[config.mk]
export PLATFORM = sky130hd
export DESIGN_NAME = ccff_bitstream_loader_flat
export DESIGN_NICKNAME = d
export VERILOG_FILES = /design/src/rtl/ccff_bitstream_loader_if.sv /design/src/rtl/ccff_bitstream_loader.sv /design/src/flat_wrapper.sv
export SDC_FILE = /design/constraint.sdc
export NUM_CORES = 1
export LEC_CHECK = 0
export CAP_MARGIN = 20
export CORE_MARGIN = 3
export CORE_UTILIZATION = 63
export DETAILED_ROUTE_END_ITERATION = 8
export PLACE_DENSITY = 0.86
export SYNTH_ARGS = -nofsm -noshare
export SYNTH_HDL_FRONTEND = slang
export SYNTH_SLANG_ARGS = --single-unit
export TNS_END_PERCENT = 5
[constraint.sdc]
create_clock -name prog_clk -period 6 [get_ports prog_clk]
set_input_delay 1.8 -clock prog_clk [delete_from_list [all_inputs] [get_ports prog_clk]]
set_output_delay 1.8 -clock prog_clk [all_outputs]
set_load 0.1 [all_outputs]
[src/rtl/ccff_bitstream_loader_if.sv]
// rtl/ccff_bitstream_loader_if.sv - host stream, configuration chain and status bundle of the loader
// Signals (as seen by the loader, modport slave):
//   start          in   one-cycle load request
//   in_data        in   configuration word, MSB sent first
//   in_valid       in   in_data valid
//   in_ready       out  word accepted when in_valid is also high
//   ccff_head      out  serial bit into the chain
//   ccff_shift_en  out  chain flops capture ccff_head on this edge
//   ccff_tail      in   serial bit leaving the last chain flop
//   rb_data        out  readback word, MSB = first bit out of the tail
//   rb_valid       out  one-cycle readback strobe
//   busy           out  load in progress
//   done           out  one-cycle completion pulse
// The master modport is the host/chain side of the same bundle.
interface ccff_bitstream_loader_if #(
  parameter int WORD_W = 8
);
  logic              start;
  logic [WORD_W-1:0] in_data;
  logic              in_valid;
  logic              in_ready;
  logic              ccff_head;
  logic              ccff_shift_en;
  logic              ccff_tail;
  logic [WORD_W-1:0] rb_data;
  logic              rb_valid;
  logic              busy;
  logic              done;

  modport master (
    output start, in_data, in_valid, ccff_tail,
    input  in_ready, ccff_head, ccff_shift_en, rb_data, rb_valid, busy, done
  );

  modport slave (
    input  start, in_data, in_valid, ccff_tail,
    output in_ready, ccff_head, ccff_shift_en, rb_data, rb_valid, busy, done
  );
endinterface

[src/rtl/ccff_bitstream_loader.sv]
// rtl/ccff_bitstream_loader.sv - serialises configuration words onto the ccff chain and captures readback
// Ports:
//   prog_clk    in   programming clock, rising edge
//   prog_reset  in   asynchronous active-high reset
//   bus         ccff_bitstream_loader_if.slave: start, in_data/in_valid/in_ready,
//               ccff_head/ccff_shift_en/ccff_tail, rb_data/rb_valid, busy, done
// Parameters:
//   CHAIN_LEN   configuration flops in the chain
//   WORD_W      width of input and readback words
module ccff_bitstream_loader #(
  parameter  int CHAIN_LEN = 10,
  parameter  int WORD_W    = 8,
  localparam int CNT_W     = $clog2(CHAIN_LEN + 1)
) (
  input logic                    prog_clk,
  input logic                    prog_reset,
  ccff_bitstream_loader_if.slave bus
);

  localparam int WB_W = $clog2(WORD_W + 1);

  typedef enum logic [2:0] {
    S_IDLE,
    S_LOAD,
    S_SHIFT,
    S_FLUSH,
    S_DONE
  } state_t;

  state_t            state;
  logic [CNT_W-1:0]  bit_cnt;    // chain index of the bit currently on ccff_head
  logic [WB_W-1:0]   word_left;  // bits of the current word still to shift, including ccff_head
  logic [WORD_W-1:0] word_buf;   // bits that follow ccff_head, MSB next
  logic [WORD_W-1:0] rb_shift;
  logic [WB_W-1:0]   rb_cnt;

  logic              in_ready_q;
  logic              head_q;
  logic              shift_en_q;
  logic [WORD_W-1:0] rb_data_q;
  logic              rb_valid_q;
  logic              busy_q;
  logic              done_q;

  assign bus.in_ready      = in_ready_q;
  assign bus.ccff_head     = head_q;
  assign bus.ccff_shift_en = shift_en_q;
  assign bus.rb_data       = rb_data_q;
  assign bus.rb_valid      = rb_valid_q;
  assign bus.busy          = busy_q;
  assign bus.done          = done_q;

  // Bits of a word that actually reach the chain when its first bit lands at chain index idx;
  // the final word is truncated to what the chain still has room for.
  function automatic logic [WB_W-1:0] word_bits_for(input logic [CNT_W-1:0] idx);
    int left;
    left = CHAIN_LEN - int'(idx);
    if (left > WORD_W) left = WORD_W;
    return WB_W'(left);
  endfunction

  logic              handshake;
  logic [CNT_W-1:0]  cnt_inc;
  logic              last_chain_bit;
  logic              ready_mid;
  logic [CNT_W-1:0]  new_idx;
  logic [WB_W-1:0]   new_bits;
  logic              ready_after_load;
  logic [WORD_W-1:0] rb_next;
  logic [WB_W-1:0]   rb_cnt_inc;
  logic [WORD_W-1:0] rb_aligned;

  always_comb begin
    handshake      = bus.in_valid & in_ready_q;
    cnt_inc        = bit_cnt + CNT_W'(1);
    last_chain_bit = (state == S_SHIFT) && (cnt_inc == CNT_W'(CHAIN_LEN));
    // in_ready is registered, so it is raised one cycle ahead for the last bit of a word,
    // which is what lets the next word follow without a bubble.
    ready_mid      = (word_left == WB_W'(2)) && (int'(cnt_inc) + 1 < CHAIN_LEN);
    // A word accepted in LOAD starts at bit_cnt; one accepted on the last bit of the
    // previous word starts one position later.
    new_idx          = (state == S_LOAD) ? bit_cnt : cnt_inc;
    new_bits         = word_bits_for(new_idx);
    ready_after_load = (new_bits == WB_W'(1)) && (int'(new_idx) + 1 < CHAIN_LEN);
    // Readback samples the tail bit present before this edge.
    rb_next    = (rb_shift << 1) | WORD_W'(bus.ccff_tail);
    rb_cnt_inc = rb_cnt + WB_W'(1);
    rb_aligned = rb_next << (WORD_W - int'(rb_cnt_inc));
  end

  always_ff @(posedge prog_clk or posedge prog_reset) begin
    if (prog_reset) begin
      state      <= S_IDLE;
      bit_cnt    <= '0;
      word_left  <= '0;
      word_buf   <= '0;
      rb_shift   <= '0;
      rb_cnt     <= '0;
      in_ready_q <= 1'b0;
      head_q     <= 1'b0;
      shift_en_q <= 1'b0;
      rb_data_q  <= '0;
      rb_valid_q <= 1'b0;
      busy_q     <= 1'b0;
      done_q     <= 1'b0;
    end else begin
      rb_valid_q <= 1'b0;
      done_q     <= 1'b0;
      case (state)
        S_IDLE: begin
          if (bus.start) begin
            state      <= S_LOAD;
            bit_cnt    <= '0;
            rb_shift   <= '0;
            rb_cnt     <= '0;
            busy_q     <= 1'b1;
            in_ready_q <= 1'b1;
          end
        end

        S_LOAD: begin
          if (handshake) begin
            state      <= S_SHIFT;
            shift_en_q <= 1'b1;
            head_q     <= bus.in_data[WORD_W-1];
            word_buf   <= bus.in_data << 1;
            word_left  <= new_bits;
            in_ready_q <= ready_after_load;
          end
        end

        S_SHIFT: begin
          bit_cnt <= cnt_inc;

          // Full readback words are emitted as they complete; the last chain bit also
          // flushes a partial word, so its strobe lands in the FLUSH cycle.
          if (rb_cnt_inc == WB_W'(WORD_W) || last_chain_bit) begin
            rb_data_q  <= rb_aligned;
            rb_valid_q <= 1'b1;
            rb_shift   <= '0;
            rb_cnt     <= '0;
          end else begin
            rb_shift <= rb_next;
            rb_cnt   <= rb_cnt_inc;
          end

          if (word_left != WB_W'(1)) begin
            head_q     <= word_buf[WORD_W-1];
            word_buf   <= word_buf << 1;
            word_left  <= word_left - WB_W'(1);
            in_ready_q <= ready_mid;
          end else if (last_chain_bit) begin
            state      <= S_FLUSH;
            shift_en_q <= 1'b0;
            head_q     <= 1'b0;
            in_ready_q <= 1'b0;
          end else if (handshake) begin
            head_q     <= bus.in_data[WORD_W-1];
            word_buf   <= bus.in_data << 1;
            word_left  <= new_bits;
            in_ready_q <= ready_after_load;
          end else begin
            state      <= S_LOAD;
            shift_en_q <= 1'b0;
            head_q     <= 1'b0;
            in_ready_q <= 1'b1;
          end
        end

        S_FLUSH: begin
          state  <= S_DONE;
          busy_q <= 1'b0;
          done_q <= 1'b1;
        end

        S_DONE: begin
          state <= S_IDLE;
        end

        default: begin
          state <= S_IDLE;
        end
      endcase
    end
  end

endmodule

[src/flat_wrapper.sv]
// flat-port wrapper written by rule: the top's interface ports become plain ports
module ccff_bitstream_loader_flat 
#(
  parameter  int CHAIN_LEN = 10,
  parameter  int WORD_W    = 8,
  localparam int CNT_W     = $clog2(CHAIN_LEN + 1)
)
  (prog_clk, prog_reset, bus_start, bus_in_data, bus_in_valid, bus_ccff_tail, bus_in_ready, bus_ccff_head, bus_ccff_shift_en, bus_rb_data, bus_rb_valid, bus_busy, bus_done);
  ccff_bitstream_loader_if #(.WORD_W(WORD_W)) bus_i ();
  input logic prog_clk;
  input logic prog_reset;
  input wire logic [$bits(bus_i.start)-1:0] bus_start;
  input wire logic [$bits(bus_i.in_data)-1:0] bus_in_data;
  input wire logic [$bits(bus_i.in_valid)-1:0] bus_in_valid;
  input wire logic [$bits(bus_i.ccff_tail)-1:0] bus_ccff_tail;
  output wire logic [$bits(bus_i.in_ready)-1:0] bus_in_ready;
  output wire logic [$bits(bus_i.ccff_head)-1:0] bus_ccff_head;
  output wire logic [$bits(bus_i.ccff_shift_en)-1:0] bus_ccff_shift_en;
  output wire logic [$bits(bus_i.rb_data)-1:0] bus_rb_data;
  output wire logic [$bits(bus_i.rb_valid)-1:0] bus_rb_valid;
  output wire logic [$bits(bus_i.busy)-1:0] bus_busy;
  output wire logic [$bits(bus_i.done)-1:0] bus_done;
  assign bus_i.start = bus_start;
  assign bus_i.in_data = bus_in_data;
  assign bus_i.in_valid = bus_in_valid;
  assign bus_i.ccff_tail = bus_ccff_tail;
  assign bus_in_ready = bus_i.in_ready;
  assign bus_ccff_head = bus_i.ccff_head;
  assign bus_ccff_shift_en = bus_i.ccff_shift_en;
  assign bus_rb_data = bus_i.rb_data;
  assign bus_rb_valid = bus_i.rb_valid;
  assign bus_busy = bus_i.busy;
  assign bus_done = bus_i.done;
  ccff_bitstream_loader #(.CHAIN_LEN(CHAIN_LEN), .WORD_W(WORD_W)) u_core (.prog_clk(prog_clk), .prog_reset(prog_reset), .bus(bus_i));
endmodule
==> summary.txt, run 1 <==
Placed design
  • IO buf count: 26
  • Dpl hpwl: 4680 um
  • Final Wtd Congestion: 0.867
  • Placed cell count: roughly 380

Synth
  • Asr flop ratio synth: 100%
  • Ys Warns: 0
  • Register area share after synthesis: 36.4%
  • Syn Nets: 342
  • Cell variety after synth: between 70 and 80
  • Cells after Synth: 320
  • Yosys top cell area share: 36.4%
  • Ys flop type: dfrtp_1
  • Synth top area cells: dfrtp_1, ha_1, mux4_2, nand2_1, a22o_1
  • Syn_area_per_cell: 9.46 um2
  • Post-synthesis cell area: between 0.003 and 0.004 mm2
  • Top cell type by total area after synthesis: dfrtp_1
  • Number of synthesized flops with an enable pin: 0
  • Flops & latches, synth: 44

Clock tree
  • # resized after CTS: 0
  • Postcts setup bufs: 0
  • CTS tree: built
  • Clk root buf: clkbuf_8
  • CTS buffer count: 5
  • Number of H-tree levels: 2
  • Clock latency on the worst-skew pair: 0.30 ns
  • Hold buffers post-CTS: 0
  • Max Root-Sink Buffers: 2
  • Clock-pin slew on the worst setup and hold paths: approximately 0.090 ns
  • CTS sink count: 44

Critical path
  • WP data arrival: approximately 1.9 ns
  • Max incr delay on CP: 1.15 ns
  • Critical Path Source Type: flip-flop
  • Critical Path RT: between 4 and 5 ns
  • Critical path's top delay family: buffers and inverters
  • Maximum fanout along the worst path: 4
  • Cells along the critical path: clkdlybuf4s50_1
  • Worst Setup End Kind: primary output
  • Crit path buffers/inverters: 1
  • Setup CP Type: reg -> out
  • Slowest stage cell on the critical path: clkdlybuf4s50_1

Die
  • Die Ht: between 70 and 80 um
  • Die width: roughly 75 um
  • Die area: 0.00567 mm2
  • Starting Density: 67.2%
  • Core ar.: 0.00450 mm2
  • Core Rows: 24
  • # IOs: 27

STA
  • Worst clock skew: 0.00859 ns
  • Final Setup Violations: 0
  • Setup TNS Final: 0 ns
  • Least-Margin Pin Slew: 0.975 ns
  • Hold Fails Final Rpt: 0
  • Tmin final: approximately 3.7 ns
  • Tcrit/Tclk final: 60.9%
  • RSZ-0062 raised after global routing: false
  • Max Freq: 0.273 GHz
  • Max-slew violations: 0
  • Rel. slew slack: 34.8%

Drt
  • Via count: between 2000 and 3000
  • Drt pass-1 iters: 5
  • Routed Antenna Nets: 0
  • Drt total wl: 6470 um
  • DRC: 0
  • DR iter-0 viols: 203
  • Vias/cell: 6.66
  • DR WL/cell: 16.5 um

Cells and area
  • Diodes inserted: 0
  • Layout Cells excl Fill: about 390
  • Layout Area Growth over Synthesis: 11.7%
  • Share of cells above drive strength 1: 11.8%
  • Fin nets: 360

Min path
  • Hold WC Path Type: reg -> reg

Power and ir drop
  • Worst VDD drop: 259 uV
  • Total power: between 0.0015 and 0.002 W
  • Power Density: 478 mW/mm2
  • P_leak: 1.40 nW

Global routing
  • GR Overflow Total: 0
  • Vias in the first global route: about 2300
  • Largest net degree at the start of global routing: 45
  • First-pass GRT wire length: roughly 11000 um
  • GRT Util Overall: between 20% and 30%
  • Initial antenna violation count: 0

Flow run
  • Max Cap Viol: 0

Outcome
  • Outcome: finished clean
## through the flow
stage               worst slack [ns]  area [um2]  utilization (%)  hold slack (ns)
global route                    2.31        3380             75.0            0.523
global placement                2.48        3260             72.4            0.462
floorplan                       3.14        3030                -            0.459
CTS                             2.34        3370             74.9            0.490
finish                          2.34        3380             75.0            0.483
detailed placement              2.44        3260             72.4            0.469
## synthesized netlist by cell type (all sizes together) (3+ instances only)
| library cell | instances |
|---|---|
| o31ai | 8 |
| and2 | 3 |
| or2 | 3 |
| xnor2 | 5 |
| nor3b | 6 |
| clkbuf | 7 |
| inv | 18 |
| nand3b | 3 |
| buf | 12 |
| nand2b | 5 |
| or3b | 3 |
| ha | 9 |
| nor2 | 22 |
| a21oi | 14 |
| nor3 | 6 |
| or3 | 5 |
| o221a | 6 |
| nor2b | 6 |
| dfrtp | 44 |
| mux2i | 4 |
| a22o | 12 |
| a222oi | 3 |
| nand2 | 30 |
| o21ai | 21 |
| nand3 | 11 |
| mux4 | 5 |
## state kept, by name, summed over array words and instances (netlist names)
signal and count:
u_core.rb_shift 7, u_core.state 3, u_core.word_left 4, u_core.bus.ccff_shift_en 1, u_core.bus.rb_data 8, u_core.bit_cnt 4
u_core.rb_cnt 4, u_core.bus.done 1, u_core.word_buf 8, u_core.bus.ccff_head 1, u_core.bus.rb_valid 1, u_core.bus.in_ready 1
u_core.bus.busy 1
## worst paths after layout
kind,startpoint,end,slack [ns],cells past startpoint
setup / recovery,u_core.bus.in_ready,bus_in_ready,2.34,1
hold reg to reg,u_core.bus.rb_data[2],u_core.bus.rb_data[2],0.48,2
min in group asynchronous,prog_reset,u_core.rb_shift[0],1.93,3
hold / removal,u_core.bus.rb_data[2],u_core.bus.rb_data[2],0.48,2
setup reg to reg,u_core.bit_cnt[0],u_core.word_buf[4],3.23,6
max in group asynchronous,prog_reset,u_core.bus.ccff_head,3.71,3
## metal layers
layer	share of wire [%]	track usage, %	vias up
met5	0	0	-
met4	0.71	5.83	0
met3	6.3	4.22	4
met2	44	35.8	87
met1	49	38.0	1278
li1	-	-	1236
## logic make-up (layout without fill, tap and decap cells)
logic type / Yosys count / after routing / synth area share, %
AOI/OAI and AO/OA: 99 / 99 / 25.0
xor gates and xnor gates: 6 / 6 / 1.74
adders and majority gates: 9 / 9 / 3.72
buffers and inverters: 37 / 56 / 6.04
DFF: 44 / 44 / 36.4
muxes: 11 / 11 / 5.91
and+or+nand+nor: 114 / 114 / 21.2
## layout make-up
cell class | instances | area, um2
multi-input cells | 239 | 1740
fillers | 311 | 1120
flip-flops and latches | 44 | 1100
repair buffers | 30 | 288
clock buffers | 5 | 68.8
inverters | 18 | 67.6
well taps | 52 | 65.1
clock inverters | 3 | 46.3
## placed cells by master (no fill, tap or decap), types with 8 or more instances in the layout
master | synthesis | final
nand2_1 | 30 | 30
a21oi_1 | 14 | 14
clkdlybuf4s50_1 | 0 | 26
dfrtp_1 | 44 | 44
o31ai_1 | 8 | 8
a22o_1 | 12 | 12
inv_1 | 18 | 17
o21ai_0 | 20 | 20
ha_1 | 9 | 9
nor2_1 | 22 | 22
nand3_1 | 11 | 11
## where the power goes
part,leakage (nW),internal (W),switching [W],total [W]
combinational,0.830,0.000344,0.000552,0.000896
clock,0.0548,0.000126,0.000109,0.000234
sequential,0.520,0.000377,0.000106,0.000483
total,1.40,0.000847,0.000767,0.00161
(Power assumes the default switching activity.)
==> run 2, diff against run 1 <==
- CORE_UTILIZATION: 63 -> 58
- PLACE_DENSITY: 0.86 -> 0.8
- clock period: 6 -> 3.8 ns (I/O delays scaled with it)
==> run 2 against run 1 <==
Compared with the run above: wire length increased by 6.6%; worst setup slack got worse by 1.4 ns; clock skew about the same; register-to-register slack got worse by 2.2 ns; largest cell class unchanged.
==> summary.txt, run 2 (synthesized netlist as in run 1, its figures left out) <==
Placed design
  • Placed inst area: 0.00326 mm2 (about the same)
  • Dpl hpwl: 4940 um (+5.4%)
  • Final Wtd Congestion: 0.836 (-3.6%)
  • IO buf count: 26 (unchanged)

Drt
  • Routed Antenna Nets: 0 (unchanged)
  • Drt pass-1 iters: 5 (unchanged)
  • Vias/cell: 6.36 (-4.5%)
  • DRC: 0 (unchanged)
  • Drt total wl: 6900 um (+6.6%)
  • Via count: 2596 (-0.35%)
  • DR iter-0 viols: 259 (+28%)
  • DR WL/cell: 16.9 um (+2.2%)

Global routing
  • Vias in the first global route: 2358 (+4.8%)
  • GRT Util Overall: 23.5% (-1.0 points)
  • First-pass GRT wire length: 11500 um (+6.8%)
  • GR Overflow Total: 0 (unchanged)
  • Initial antenna violation count: 0 (unchanged)
  • Largest net degree at the start of global routing: 28 (-38%)

STA
  • Max-slew violations: 0 (unchanged)
  • Tmin final: 2.90 ns
  • Max Freq: 0.344 GHz
  • Tcrit/Tclk final: 76.4%
  • Worst clock skew: 0.00897 ns (+0.000389 ns)
  • Least-Margin Pin Slew: 0.964 ns (-0.0103 ns)
  • Setup TNS Final: 0 ns (unchanged)
  • Rel. slew slack: 35.5% (+0.69 points)
  • RSZ-0062 raised after global routing: false
  • Final Setup Violations: 0 (unchanged)
  • Hold Fails Final Rpt: 0 (unchanged)

Die
  • Core Rows: 25 (+4.2%)
  • Starting Density: 62.0% (-5.2 points)
  • Core ar.: 0.00488 mm2 (+8.3%)
  • # IOs: 27 (unchanged)
  • Die area: 0.00612 mm2 (+7.9%)
  • Die Ht: 78.2 um (+3.9%)
  • Die width: 78.2 um (+3.9%)

Clock tree
  • Max Root-Sink Buffers: 2 (unchanged)
  • CTS buffer count: 5 (unchanged)
  • Clock latency on the worst-skew pair: 0.31 ns (about the same)
  • CTS tree: built
  • Postcts setup bufs: 0 (unchanged)
  • Clock-pin slew on the worst setup and hold paths: 0.09 ns (about the same)
  • Number of H-tree levels: 2 (unchanged)
  • Clk root buf: clkbuf_8
  • CTS sink count: 44 (unchanged)
  • # resized after CTS: 0 (unchanged)
  • Hold buffers post-CTS: 0 (unchanged)

Flow run
  • Max Cap Viol: 0 (unchanged)

Critical path
  • Cells along the critical path: clkdlybuf4s50_1
  • Worst Setup SP: u_core.bus.rb_valid
  • Crit path buffers/inverters: 1 (unchanged)
  • WP data arrival: 1.76 ns (-0.10 ns)
  • Critical Path RT: 2.66 ns (-1.54 ns)
  • Worst R2R Start: u_core.bit_cnt[0]
  • Max incr delay on CP: 1.12 ns (-0.03 ns)
  • Setup CP Type: reg -> out
  • Maximum fanout along the worst path: 1 (-3)
  • Critical Path Source Type: flip-flop
  • Worst Setup End Kind: primary output
  • Critical path's top delay family: buffers and inverters
  • Slowest stage cell on the critical path: clkdlybuf4s50_1

Min path
  • Hold_sp: u_core.bus.rb_data[1]
  • Hold WC Path Type: reg -> reg

Cells and area
  • Most frequent cells in the layout: dfrtp_1, nand2_1, nor2_1
  • Commonest non-fill, non-tap cell in the layout: dfrtp_1
  • Final instance area: 0.00340 mm2 (+0.63%)
  • Fin nets: 362 (+0.56%)
  • Diodes inserted: 0 (unchanged)
  • Layout Area Growth over Synthesis: 12.4%
  • Share of cells above drive strength 1: 16.1% (+4.3 points)

Power and ir drop
  • P_leak: 1.42 nW (+1.4%)
  • Worst VDD drop: 373 uV (+44%)
  • Power Density: 750 mW/mm2 (+57%)

Outcome
  • Outcome: finished clean
run 2: cell count changes in the layout (fill, tap and decap cells not counted), sizes merged:
cell / delta
buf: +15
clkdlybuf4s50: -13
run 2: worst paths after layout:
| check | endpoint | depth (start not counted) | slack (ns) |
|---|---|---|---|
| max | bus_rb_valid | 1 | 0.90 |
| min | u_core.bus.rb_data[1] | 2 | 0.49 |
| max reg2reg | u_core.bus.in_ready | 7 | 1.03 |
| min reg2reg | u_core.bus.rb_data[1] | 2 | 0.49 |
| max in group asynchronous | u_core.word_buf[5] | 3 | 2.33 |
| min in group asynchronous | u_core.rb_cnt[1] | 2 | 1.01 |
run 2: area by class of cell:
class	instances	area, um2
multi-input cells	239	1740
repair buffers	32	290
well taps	67	83.8
flip-flops and latches	44	1100
clock inverters	3	46.3
fillers	402	1480
clock buffers	5	68.8
inverters	18	67.6
run 2: metrics by stage:
step	worst slack, ns	instances	power [W]	util, %	hold WS, ns
6_report	0.895	408	0.00255	69.7	0.493
3_3_place_gp	0.936	398	0.00212	66.7	0.466
2_1_floorplan	1.50	320	0.00191	-	0.459
5_1_grt	0.847	408	0.00272	69.7	0.529
4_1_cts	0.883	407	0.00254	69.1	0.500
3_5_place_dp	0.885	399	0.00217	66.8	0.479
run 2: power by group:
group          internal, W  leakage (nW)  total [W]  switching, W
sequential        0.000596         0.520   0.000768      0.000172
combinational     0.000532         0.849    0.00141      0.000875
clock             0.000198        0.0548   0.000377      0.000178
run 2: metal layers:
metal	global-route usage [%]	share of wire [%]	vias up	routed length [um]
li1	-	-	1231	-
met1	36.5	47	1265	3270
met2	33.7	45	92	3140
met3	4.36	6.0	8	415
met4	5.94	1.0	0	72
met5	0	0	-	0
